### src/rtl/map_pkg.sv
// Shared types and constants for the map ROM port arbiter.
package map_pkg;

    localparam int ADDR_W = 5;
    localparam int ROW_W  = 1 << ADDR_W;

    typedef enum logic [1:0] {
        IDLE,
        VID_RD,
        Q_RD
    } state_e;

    // Column 0 is the MSB of a row. Because ROW_W == 2^ADDR_W, the bit
    // index ROW_W-1-x is simply the bitwise complement of x.
    function automatic logic cell_bit(input logic [ROW_W-1:0] row,
                                      input logic [ADDR_W-1:0] x);
        return row[~x];
    endfunction

endpackage

### src/rtl/map_port_arbiter_if.sv
// Requester-side bundle: video line fetch and game-logic cell query.
interface map_port_arbiter_if;
    import map_pkg::*;

    logic              video_row_req;
    logic [ADDR_W-1:0] video_row;
    logic [ADDR_W-1:0] video_col;
    logic              video_pixel;
    logic              line_ready;
    logic              vid_overrun;

    logic              query_valid;
    logic              query_ready;
    logic [ADDR_W-1:0] query_x;
    logic [ADDR_W-1:0] query_y;
    logic              resp_valid;
    logic              resp_hit;

    // Arbiter side.
    modport slave (
        input  video_row_req, video_row, video_col,
        input  query_valid, query_x, query_y,
        output video_pixel, line_ready, vid_overrun,
        output query_ready, resp_valid, resp_hit
    );

    // Requester side (video fetcher and game logic).
    modport master (
        output video_row_req, video_row, video_col,
        output query_valid, query_x, query_y,
        input  video_pixel, line_ready, vid_overrun,
        input  query_ready, resp_valid, resp_hit
    );

endinterface

### src/rtl/map_line_buffer.sv
// One map row held for the current scanline, with a column read mux.
module map_line_buffer
    import map_pkg::*;
(
    input  logic              clk,
    input  logic              reset,
    input  logic              load,
    input  logic [ROW_W-1:0]  row_in,
    input  logic [ADDR_W-1:0] col,
    output logic              pixel
);

    logic [ROW_W-1:0] line_buf_q;
    logic [ROW_W-1:0] line_buf_d;

    // Next line contents: replaced only on the capture cycle of a video read.
    always_comb begin
        line_buf_d = line_buf_q;
        if (load) begin
            line_buf_d = row_in;
        end
    end

    // Line register.
    // NOTE: this is a single register rather than a memory array, so it is
    // cleared on reset and video_pixel is defined from the first cycle.
    always_ff @(posedge clk) begin
        if (reset) begin
            line_buf_q <= '0;
        end else begin
            line_buf_q <= line_buf_d;
        end
    end

    assign pixel = cell_bit(line_buf_q, col);

endmodule

### src/rtl/map_port_arbiter.sv
// Shares the map ROM row port between the video line fetcher (priority)
// and the collision query port; a wait counter bounds query starvation.
module map_port_arbiter
    import map_pkg::*;
#(
    parameter int MAX_WAIT = 4
) (
    input  logic                     clk,
    input  logic                     reset,
    output logic [ADDR_W-1:0]        map_addr,
    input  logic [ROW_W-1:0]         map_bits,
    map_port_arbiter_if.slave        bus
);

    localparam int                WAIT_W   = $clog2(MAX_WAIT + 1);
    localparam logic [WAIT_W-1:0] WAIT_SAT = WAIT_W'(MAX_WAIT);

    state_e            state_q, state_d;
    logic [ADDR_W-1:0] map_addr_q, map_addr_d;
    logic [ADDR_W-1:0] qx_q, qx_d;
    logic              vid_pending_q, vid_pending_d;
    logic [ADDR_W-1:0] pend_row_q, pend_row_d;
    logic [WAIT_W-1:0] wait_cnt_q, wait_cnt_d;
    logic              line_ready_q, line_ready_d;
    logic              resp_valid_q, resp_valid_d;
    logic              resp_hit_q, resp_hit_d;
    logic              vid_overrun_q, vid_overrun_d;

    logic              vid_dem;
    logic [ADDR_W-1:0] vid_row;
    logic              q_win;
    logic              is_idle;
    logic              query_ready;
    logic              vid_granted;
    logic              load_line;

    // Arbitration terms: who would win the port if it were free this cycle.
    always_comb begin
        vid_dem     = bus.video_row_req | vid_pending_q;
        vid_row     = bus.video_row_req ? bus.video_row : pend_row_q;
        q_win       = bus.query_valid & ((wait_cnt_q >= WAIT_SAT) | ~vid_dem);
        is_idle     = (state_q == IDLE);
        query_ready = is_idle & q_win;
        vid_granted = is_idle & ~q_win;
    end

    // Next-state, access sequencing, pending-video and wait-counter updates.
    // NOTE: every _d gets a default before any branch, so no path leaves a
    // signal unassigned and no latch is inferred.
    always_comb begin
        state_d       = state_q;
        map_addr_d    = map_addr_q;
        qx_d          = qx_q;
        vid_pending_d = vid_pending_q;
        pend_row_d    = pend_row_q;
        wait_cnt_d    = wait_cnt_q;
        line_ready_d  = 1'b0;
        resp_valid_d  = 1'b0;
        resp_hit_d    = resp_hit_q;
        vid_overrun_d = vid_overrun_q;
        load_line     = 1'b0;

        case (state_q)
            IDLE: begin
                if (q_win) begin
                    map_addr_d = bus.query_y;
                    qx_d       = bus.query_x;
                    state_d    = Q_RD;
                end else if (vid_dem) begin
                    map_addr_d    = vid_row;
                    vid_pending_d = 1'b0;
                    state_d       = VID_RD;
                end
            end
            VID_RD: begin
                load_line    = 1'b1;
                line_ready_d = 1'b1;
                state_d      = IDLE;
            end
            Q_RD: begin
                resp_hit_d   = cell_bit(map_bits, qx_q);
                resp_valid_d = 1'b1;
                state_d      = IDLE;
            end
            default: begin
                state_d = IDLE;
            end
        endcase

        // A video request that cannot be granted now is parked; parking over
        // an unserved one loses that row and is flagged.
        if (bus.video_row_req && !vid_granted) begin
            vid_pending_d = 1'b1;
            pend_row_d    = bus.video_row;
            if (vid_pending_q) begin
                vid_overrun_d = 1'b1;
            end
        end

        // Count cycles a valid query is refused, saturating; clear on accept.
        if (query_ready) begin
            wait_cnt_d = '0;
        end else if (bus.query_valid && (wait_cnt_q != WAIT_SAT)) begin
            wait_cnt_d = wait_cnt_q + 1'b1;
        end
    end

    // State registers with synchronous reset.
    // NOTE: sequential state uses non-blocking assignments so every flop
    // samples the pre-edge value of every other flop.
    always_ff @(posedge clk) begin
        if (reset) begin
            state_q       <= IDLE;
            map_addr_q    <= '0;
            qx_q          <= '0;
            vid_pending_q <= 1'b0;
            pend_row_q    <= '0;
            wait_cnt_q    <= '0;
            line_ready_q  <= 1'b0;
            resp_valid_q  <= 1'b0;
            resp_hit_q    <= 1'b0;
            vid_overrun_q <= 1'b0;
        end else begin
            state_q       <= state_d;
            map_addr_q    <= map_addr_d;
            qx_q          <= qx_d;
            vid_pending_q <= vid_pending_d;
            pend_row_q    <= pend_row_d;
            wait_cnt_q    <= wait_cnt_d;
            line_ready_q  <= line_ready_d;
            resp_valid_q  <= resp_valid_d;
            resp_hit_q    <= resp_hit_d;
            vid_overrun_q <= vid_overrun_d;
        end
    end

    map_line_buffer u_line_buffer (
        .clk    (clk),
        .reset  (reset),
        .load   (load_line),
        .row_in (map_bits),
        .col    (bus.video_col),
        .pixel  (bus.video_pixel)
    );

    assign map_addr        = map_addr_q;
    assign bus.query_ready = query_ready;
    assign bus.line_ready  = line_ready_q;
    assign bus.resp_valid  = resp_valid_q;
    assign bus.resp_hit    = resp_hit_q;
    assign bus.vid_overrun = vid_overrun_q;

endmodule

### src/flat_wrapper.sv
// flat-port wrapper written by rule: the top's interface ports become plain ports
module map_port_arbiter_flat import map_pkg::*;
#(
    parameter int MAX_WAIT = 4
)
  (clk, reset, map_addr, map_bits, bus_video_row_req, bus_video_row, bus_video_col, bus_query_valid, bus_query_x, bus_query_y, bus_video_pixel, bus_line_ready, bus_vid_overrun, bus_query_ready, bus_resp_valid, bus_resp_hit);
  map_port_arbiter_if bus_i ();
  input  logic clk;
  input  logic reset;
  output logic [ADDR_W-1:0] map_addr;
  input  logic [ROW_W-1:0] map_bits;
  input wire logic [$bits(bus_i.video_row_req)-1:0] bus_video_row_req;
  input wire logic [$bits(bus_i.video_row)-1:0] bus_video_row;
  input wire logic [$bits(bus_i.video_col)-1:0] bus_video_col;
  input wire logic [$bits(bus_i.query_valid)-1:0] bus_query_valid;
  input wire logic [$bits(bus_i.query_x)-1:0] bus_query_x;
  input wire logic [$bits(bus_i.query_y)-1:0] bus_query_y;
  output wire logic [$bits(bus_i.video_pixel)-1:0] bus_video_pixel;
  output wire logic [$bits(bus_i.line_ready)-1:0] bus_line_ready;
  output wire logic [$bits(bus_i.vid_overrun)-1:0] bus_vid_overrun;
  output wire logic [$bits(bus_i.query_ready)-1:0] bus_query_ready;
  output wire logic [$bits(bus_i.resp_valid)-1:0] bus_resp_valid;
  output wire logic [$bits(bus_i.resp_hit)-1:0] bus_resp_hit;
  assign bus_i.video_row_req = bus_video_row_req;
  assign bus_i.video_row = bus_video_row;
  assign bus_i.video_col = bus_video_col;
  assign bus_i.query_valid = bus_query_valid;
  assign bus_i.query_x = bus_query_x;
  assign bus_i.query_y = bus_query_y;
  assign bus_video_pixel = bus_i.video_pixel;
  assign bus_line_ready = bus_i.line_ready;
  assign bus_vid_overrun = bus_i.vid_overrun;
  assign bus_query_ready = bus_i.query_ready;
  assign bus_resp_valid = bus_i.resp_valid;
  assign bus_resp_hit = bus_i.resp_hit;
  map_port_arbiter #(.MAX_WAIT(MAX_WAIT)) u_core (.clk(clk), .reset(reset), .map_addr(map_addr), .map_bits(map_bits), .bus(bus_i));
endmodule
### config.mk
export PLATFORM = sky130hd
export DESIGN_NAME = map_port_arbiter_flat
export DESIGN_NICKNAME = d
export VERILOG_FILES = /design/src/rtl/map_pkg.sv /design/src/rtl/map_port_arbiter_if.sv /design/src/rtl/map_line_buffer.sv /design/src/rtl/map_port_arbiter.sv /design/src/flat_wrapper.sv
export SDC_FILE = /design/constraint.sdc
export NUM_CORES = 1
export LEC_CHECK = 0
export ABC_CLOCK_PERIOD_IN_PS = 2000
export CORE_MARGIN = 2
export CORE_UTILIZATION = 44
export DETAILED_ROUTE_END_ITERATION = 6
export GPL_ROUTABILITY_DRIVEN = 0
export PLACE_DENSITY = 0.72
export SLEW_MARGIN = 25
export SYNTH_ARGS = -nofsm -noshare
export SYNTH_HDL_FRONTEND = slang
export SYNTH_HIERARCHICAL = 1
export SYNTH_SLANG_ARGS = --single-unit
### constraint.sdc
create_clock -name clk -period 2 [get_ports clk]
set_input_delay 0.4 -clock clk [delete_from_list [all_inputs] [get_ports clk]]
set_output_delay 0.4 -clock clk [all_outputs]
set_load 0.005 [all_outputs]
==> impl_results.md, run 1 <==
* Post-synth top area share at approximately 40%
* RSZ-0062 raised after global routing: false
* Area leader, netlist: dfxtp_1
* CTS tree: yes
* Slew Viols, Final at 0
* Reg clk slew, reported paths at ~0.06 ns
* Max incr delay on CP at roughly 0.33 ns
* Mapped cell area at ~0.0028 mm^2
* Power Total at ~2.7 mW
* Worst Setup Path Type: in -> out
* CP max stage cell: a311o_1
* P per Cell Area at 700.5 mW/mm^2
* Sw frac at approximately a quarter
* Antenna cells at 0
* # nets final at between 400 and 500
* Post-route minimum period at 1.931 ns
* Tightest Hold Check Type: reg -> reg
* LEAKAGE at about 1.5 nW
* Hold_sp: u_core/map_addr[4]$_SDFFE_PP0P_
* Initial antenna violation count at 0
* # setup viols final at 0
* Final hold violations at 0
* Seq cells post-synth at 57
* I/O pin count at 67
* Hold Buf Count CTS at 0
* Sequential fraction of the synthesis area at 40.81%
* Die area at roughly 0.007 mm^2
* Post-synth top flop: dfxtp_1
* CP Launch Type: primary input
* FFs w/ async S/R, synth at 0%
* Cell Area, Placed at roughly 0.0036 mm^2
* Most common cell after layout, fill and taps aside: mux2i_1
* Vias in the first global route at approximately 2,400
* Post-route DRC violation count at 0
* Syn Area/Cell at between 9 and 10 um^2
* Clock power share at approximately a third
* Initial Utilization at 44.81%
* Worst setup EP type: output port
* Max cap viols at 0
* Cells after Synth at 301
* Clock Tree Root: clkbuf_8
* Most frequent cells in the layout: mux2i_1, clkdlybuf4s50_1, dfxtp_1, nor2_1, nand2_1
* Critical path's top delay family: compound AO/OA/AOI/OAI gates
* Chip Width at 83.72 um
* Routed vias at ~2,400
* Total global-route track usage at between 20% and 30%
* Pre-antenna DRT Iters at 5
* Yosys warning count at 6
* Netlist cell types at 36
* Hold Path Depth at 2
* Row count at 29
* Final Cycle Share at between 90% and 100%
* Detailed-route vias per instance at 5.160
* CTS H-tree depth at 3
* Reg2Reg Capture Point: u_core/bus.resp_hit$_SDFFE_PP0P_
* CTS buffer count at 9
* CORE AREA at between 0.006 and 0.007 mm^2
* Total routed wirelength at roughly 7000 um
* Dpl hpwl at between 5000 and 6000 um
* Skew-Pair Late Insertion Delay at between 0.3 and 0.4 ns
* I/O Buffers at 66
* Hold Path End: u_core/map_addr[4]$_SDFFE_PP0P_
* Max VDD drop at 0.4222 mV
* Pre-CTS WS at -0.7256 ns
* Worst-Margin Slew at approximately 0.33 ns
* Flop pwr share at a little under half
* Max Clk Rate at 518.0 MHz
* Clock skew at 0.01060 ns
* Hold_ws at around 0.45 ns
* Gr ovfl total at 0
* Layout cells sized above 1 at 13.51%
* Fin cells at approximately 460
* Slew HR at between 70 and 80%
* Area Overhead vs Synth at 36.20%
* Net switching power at between 0.6 and 0.7 mW
* Arrival @ worst endpoint at around 1.5 ns
* Worst path bufs/invs at 3
* Logic pwr share at just over 20%
* Critical Path RT at between 1.5 and 2 ns
* Status: completed
* Placed Cells incl. Taps at approximately 450
* EDFF count, synth at 0
* FF-to-FF setup slack at roughly 0.40 ns
* Internal power at 1.969 mW
* Fill count at around 560
* Syn nets at 359
* Synth area leaders: dfxtp_1, mux2i_1, nor2_1
* Worst Setup Slack, final at between 0.06 and 0.07 ns
* DRT antenna net count at 0
* Reg2Reg Depth at 6
* Reg-to-reg startpoint: u_core/qx_q[0]$_SDFFE_PP0P_
* Final Instance Area at 0.003809 mm^2
* First DRT Iteration DRCs at 120
* CTS sink cnt at between 50 and 60
* Drt wl/cell at 15.19 um
* First-pass GRT wire length at around 12,000 um
* Crit-path max FO at 8
* Die height at between 80 and 90 um
* Largest net degree at the start of global routing at 30
* Critical path cell sequence: buf_6, buf_12, mux2i_1, a22oi_2, nand4b_1, a21oi_1, a311o_1, clkbuf_2
* Clock Tree Buf Depth at 2
## kinds of logic after synthesis
logic type / synth area share, %
DFF: 40.81
AOI/OAI and AO/OA: 10.38
muxes: 26.49
and+or+nand+nor: 15.66
adders and majority gates: 0.8947
xor gates and xnor gates: 0.6265
buffers and inverters: 5.146
## how the worst max path moves through the flow
stage,from,cells after the start,to
floorplan,bus_video_col[1],7,bus_video_pixel
global placement,bus_video_col[1],8,bus_video_pixel
detailed placement,bus_video_col[1],8,bus_video_pixel
CTS,bus_video_col[2],7,bus_video_pixel
global route,bus_video_col[1],8,bus_video_pixel
finish,bus_video_col[1],8,bus_video_pixel
## area by class of cell
type | count | area, um^2 | share of cell area, %
Multi-Input combinational cell | 222 | 1541 | 40.47
Sequential cell | 57 | 1141 | 29.96
Timing Repair Buffer | 89 | 862.1 | 22.63
Clock buffer | 12 | 145.1 | 3.811
Tap cell | 77 | 96.34 | 2.530
Inverter | 4 | 17.52 | 0.4599
Clock inverter | 1 | 5.005 | 0.1314
## flip-flops by register name (all words and copies together), names as in the netlist
name,cells
u_core/u_line_buffer/line_buf_q,32
u_core/qx_q,5
u_core/bus.resp_valid,1
u_core/vid_pending_q,1
u_core/bus.vid_overrun,1
u_core/pend_row_q,5
u_core/state_q,2
u_core/bus.resp_hit,1
u_core/bus.line_ready,1
u_core/map_addr,5
u_core/wait_cnt_q,3
## stage by stage
stage,TNS [ns],util [%]
after floorplan,0,-
after global placement,-0.8908,57.76
after detailed placement,-0.9223,57.76
after CTS,-0.1014,60.93
after global routing,0,61.03
final,0,61.03
## timing repair
| item | CTS | global route |
|---|---|---|
| gates resized for setup | 15 | 12 |
| cloned | 1 | 0 |
| pin swaps | 3 | 4 |
| setup buffers | 2 | 0 |
| endpoints found under the setup margin | 2 | 2 |
## power groups by stage
stage / registers (mW) / clock network [mW] / logic (mW)
after floorplan: 1.26 / 0 / 0.295
after global placement: 1.27 / 0 / 0.525
after detailed placement: 1.27 / 0 / 0.532
after CTS: 1.25 / 0.900 / 0.546
after global routing: 1.25 / 0.956 / 0.597
final: 1.25 / 0.876 / 0.546
## cells in the mapped netlist, drive strengths merged (2+ instances only)
cell / n
ha: 2
clkbuf: 7
and2: 2
a211oi: 3
nor2b: 5
buf: 11
a31oi: 2
a21oi: 17
nand2: 33
nand2b: 5
inv: 4
nor3: 4
a22oi: 8
nor2: 45
o211ai: 5
nand3: 5
dfxtp: 57
mux2i: 74
## routing by layer
layer  track usage (%)  share of wire [%]  routed length, um  vias up
met3             3.561                3.7                259        9
li1                  -                  -                  -     1210
met1             28.66                 48               3360     1115
met4             8.358                1.5                102        0
met5                 0                  0                  0        -
met2             33.82                 47               3293       50
## worst register-to-register path, delay by kind of cell (launching register included)
| kind | cells | cell delay [ns] |
|---|---|---|
| simple gates | 2 | 0.28 |
| flops | 1 | 0.32 |
| compound gates | 2 | 0.45 |
| mux | 1 | 0.17 |
| buf+inv | 1 | 0.29 |
Power figures use the tool's default switching activity.
==> run 2, diff against run 1 <==
Settings changed: TNS_END_PERCENT from default to 50.
==> results of run 2 <==
Same layout as run 1: the final DEF is identical, and so are final timing and power.
==> run 3, diff against run 2 <==
Settings changed: ABC_CLOCK_PERIOD_IN_PS 2000 to 1800, GPL_TIMING_DRIVEN from default to 1, SLEW_MARGIN 25 to 20.
Clock period 2 ns to 1.8 ns, I/O delays scaled along.
==> impl_results.md, run 3 (same netlist as run 1, synthesis figures left out) <==
* Status: finished, violations left
* Violated checks: negative setup slack
* Chip Width at between 80 and 90 um
* Slew HR at between 70% and 80%
* Max Clk Rate at between 500 and 600 MHz
* Power Total at around 3.4 mW
* Critical Path RT at ~1.4 ns
* P per Cell Area at between 800 and 900 mW/mm^2
* FF+latch area at between 0.001 and 0.0015 mm^2
* CTS tree: yes
* Multi-input logic area at 0.001539 mm^2
* Cell Area, Placed at 0.003617 mm^2
* Clock Tree Buf Depth at 2
* Tightest Hold Check Type: reg -> reg
* CTS H-tree depth at 3
* Hold Buf Count CTS at 0
* Layout cells sized above 1 at between 15 and 20%
* Final hold violations at 0
* I/O pin count at between 60 and 70
* Pre-antenna DRT Iters at 4
* Setup TNS Final at -0.05870 ns
* Gr ovfl total at 0
* Initial antenna violation count at 0
* Most frequent cells in the layout: mux2i_1, clkdlybuf4s50_1, dfxtp_1, nor2_1, nand2_1
* Drt wl/cell at between 15 and 20 um
* CP max stage cell: a311o_1
* Die height at approximately 84 um
* Clock skew at about 0.0049 ns
* Worst setup EP type: output port
* Biggest register: u_core/u_line_buffer/line_buf_q
* Vias in the first global route at 2,484
* Slew Viols, Final at 0
* # nets final at 440
* Max VDD drop at 0.7611 mV
* Total routed wirelength at about 7000 um
* DRT antenna net count at 0
* Post-route minimum period at approximately 1.9 ns
* LEAKAGE at 1.554 nW
* Max incr delay on CP at between 0.3 and 0.4 ns
* Die area at ~0.007 mm^2
* Row count at 29
* Worst Setup Slack, final at -0.05870 ns
* Crit-path max FO at 2
* Dpl hpwl at roughly 5100 um
* First-pass GRT wire length at 11,740 um
* Detailed-route vias per instance at 5.239
* Max cap viols at 0
* # setup viols final at 1
* Skew-Pair Late Insertion Delay at 0.33 ns
* Antenna cells at 0
* Critical path cell sequence: mux2i_1, a22oi_2, nand4b_1, a21oi_1, a311o_1, buf_2
* Hold_ws at 0.4615 ns
* Fin cells at 464
* Largest net degree at the start of global routing at 33
* Arrival @ worst endpoint at ~1.5 ns
* Fill count at between 500 and 600
* Reg clk slew, reported paths at around 0.070 ns
* Final Cycle Share at 103.3%
* Post-route DRC violation count at 0
* I/O Buffers at 66
* Initial Utilization at between 40% and 50%
* Most common cell after layout, fill and taps aside: mux2i_1
* Fin util at between 60% and 70%
* Pre-CTS WS at -0.8489 ns
* Placed Cells incl. Taps at between 400 and 500
* Area Overhead vs Synth at 39.42%
* First DRT Iteration DRCs at 134
* RSZ-0062 raised after global routing: true
* Clock Tree Root: clkbuf_8
* CTS sink cnt at 57
* CP Launch Type: flop
* Worst Setup Path Type: reg -> out
* CTS buffer count at 9
* Total global-route track usage at 20.98%
* Worst-Margin Slew at ~0.35 ns
* CORE AREA at 0.006241 mm^2
* Routed vias at 2,431
* Final Instance Area at just under 0.004 mm^2
* Max reg flops at 32
==> run 3: power breakdown <==
part / switching, mW / internal [mW]
Sequential: 0.0482 / 1.34
Combinational: 0.270 / 0.339
Clock: 0.530 / 0.918
Total: 0.849 / 2.59
==> run 3: layer usage <==
layer | global-route usage, % | share of wire (%) | vias to the layer above
li1 | - | - | 1207
met1 | 27.12 | 47 | 1156
met2 | 34.55 | 48 | 57
met3 | 3.561 | 4.0 | 11
met4 | 8.944 | 1.5 | 0
met5 | 0 | 0 | -
==> run 3: cell type report <==
type | instances | area share [%]
clock buffers | 9 | 3.177
clock inverters | 7 | 3.049
inverters | 4 | 0.4493
multi-input cells | 222 | 39.47
flip-flops and latches | 57 | 29.36
well taps | 77 | 2.471
repair buffers | 88 | 22.02
==> run 3: final timing paths <==
path,startpoint,to,slack [ns],cells after the start
min,u_core/map_addr[0]$_SDFFE_PP0P_,u_core/map_addr[0]$_SDFFE_PP0P_,0.46,2
max,u_core/u_line_buffer/line_buf_q[14]$_SDFFE_PP0P_,bus_video_pixel,-0.06,6
min reg2reg,u_core/map_addr[0]$_SDFFE_PP0P_,u_core/map_addr[0]$_SDFFE_PP0P_,0.46,2
max reg2reg,u_core/qx_q[0]$_SDFFE_PP0P_,u_core/bus.resp_hit$_SDFFE_PP0P_,0.27,6
==> run 3: worst max-delay path: cells and delay by family (launching register included) <==
kind | cells | cell delay, ns
buffers and inverters | 1 | 0.13
multiplexers | 1 | 0.15
flip-flops | 1 | 0.32
AND/OR/NAND/NOR | 1 | 0.09
AO/OA/AOI/OAI | 3 | 0.47
==> run 3: timing repair <==
action,4_1_cts,5_1_grt
setup endpoints to repair,2,1
gates cloned,1,0
setup buffers,1,0
pin swaps,6,5
hold endpoints to repair,0,0
resized for setup,29,3
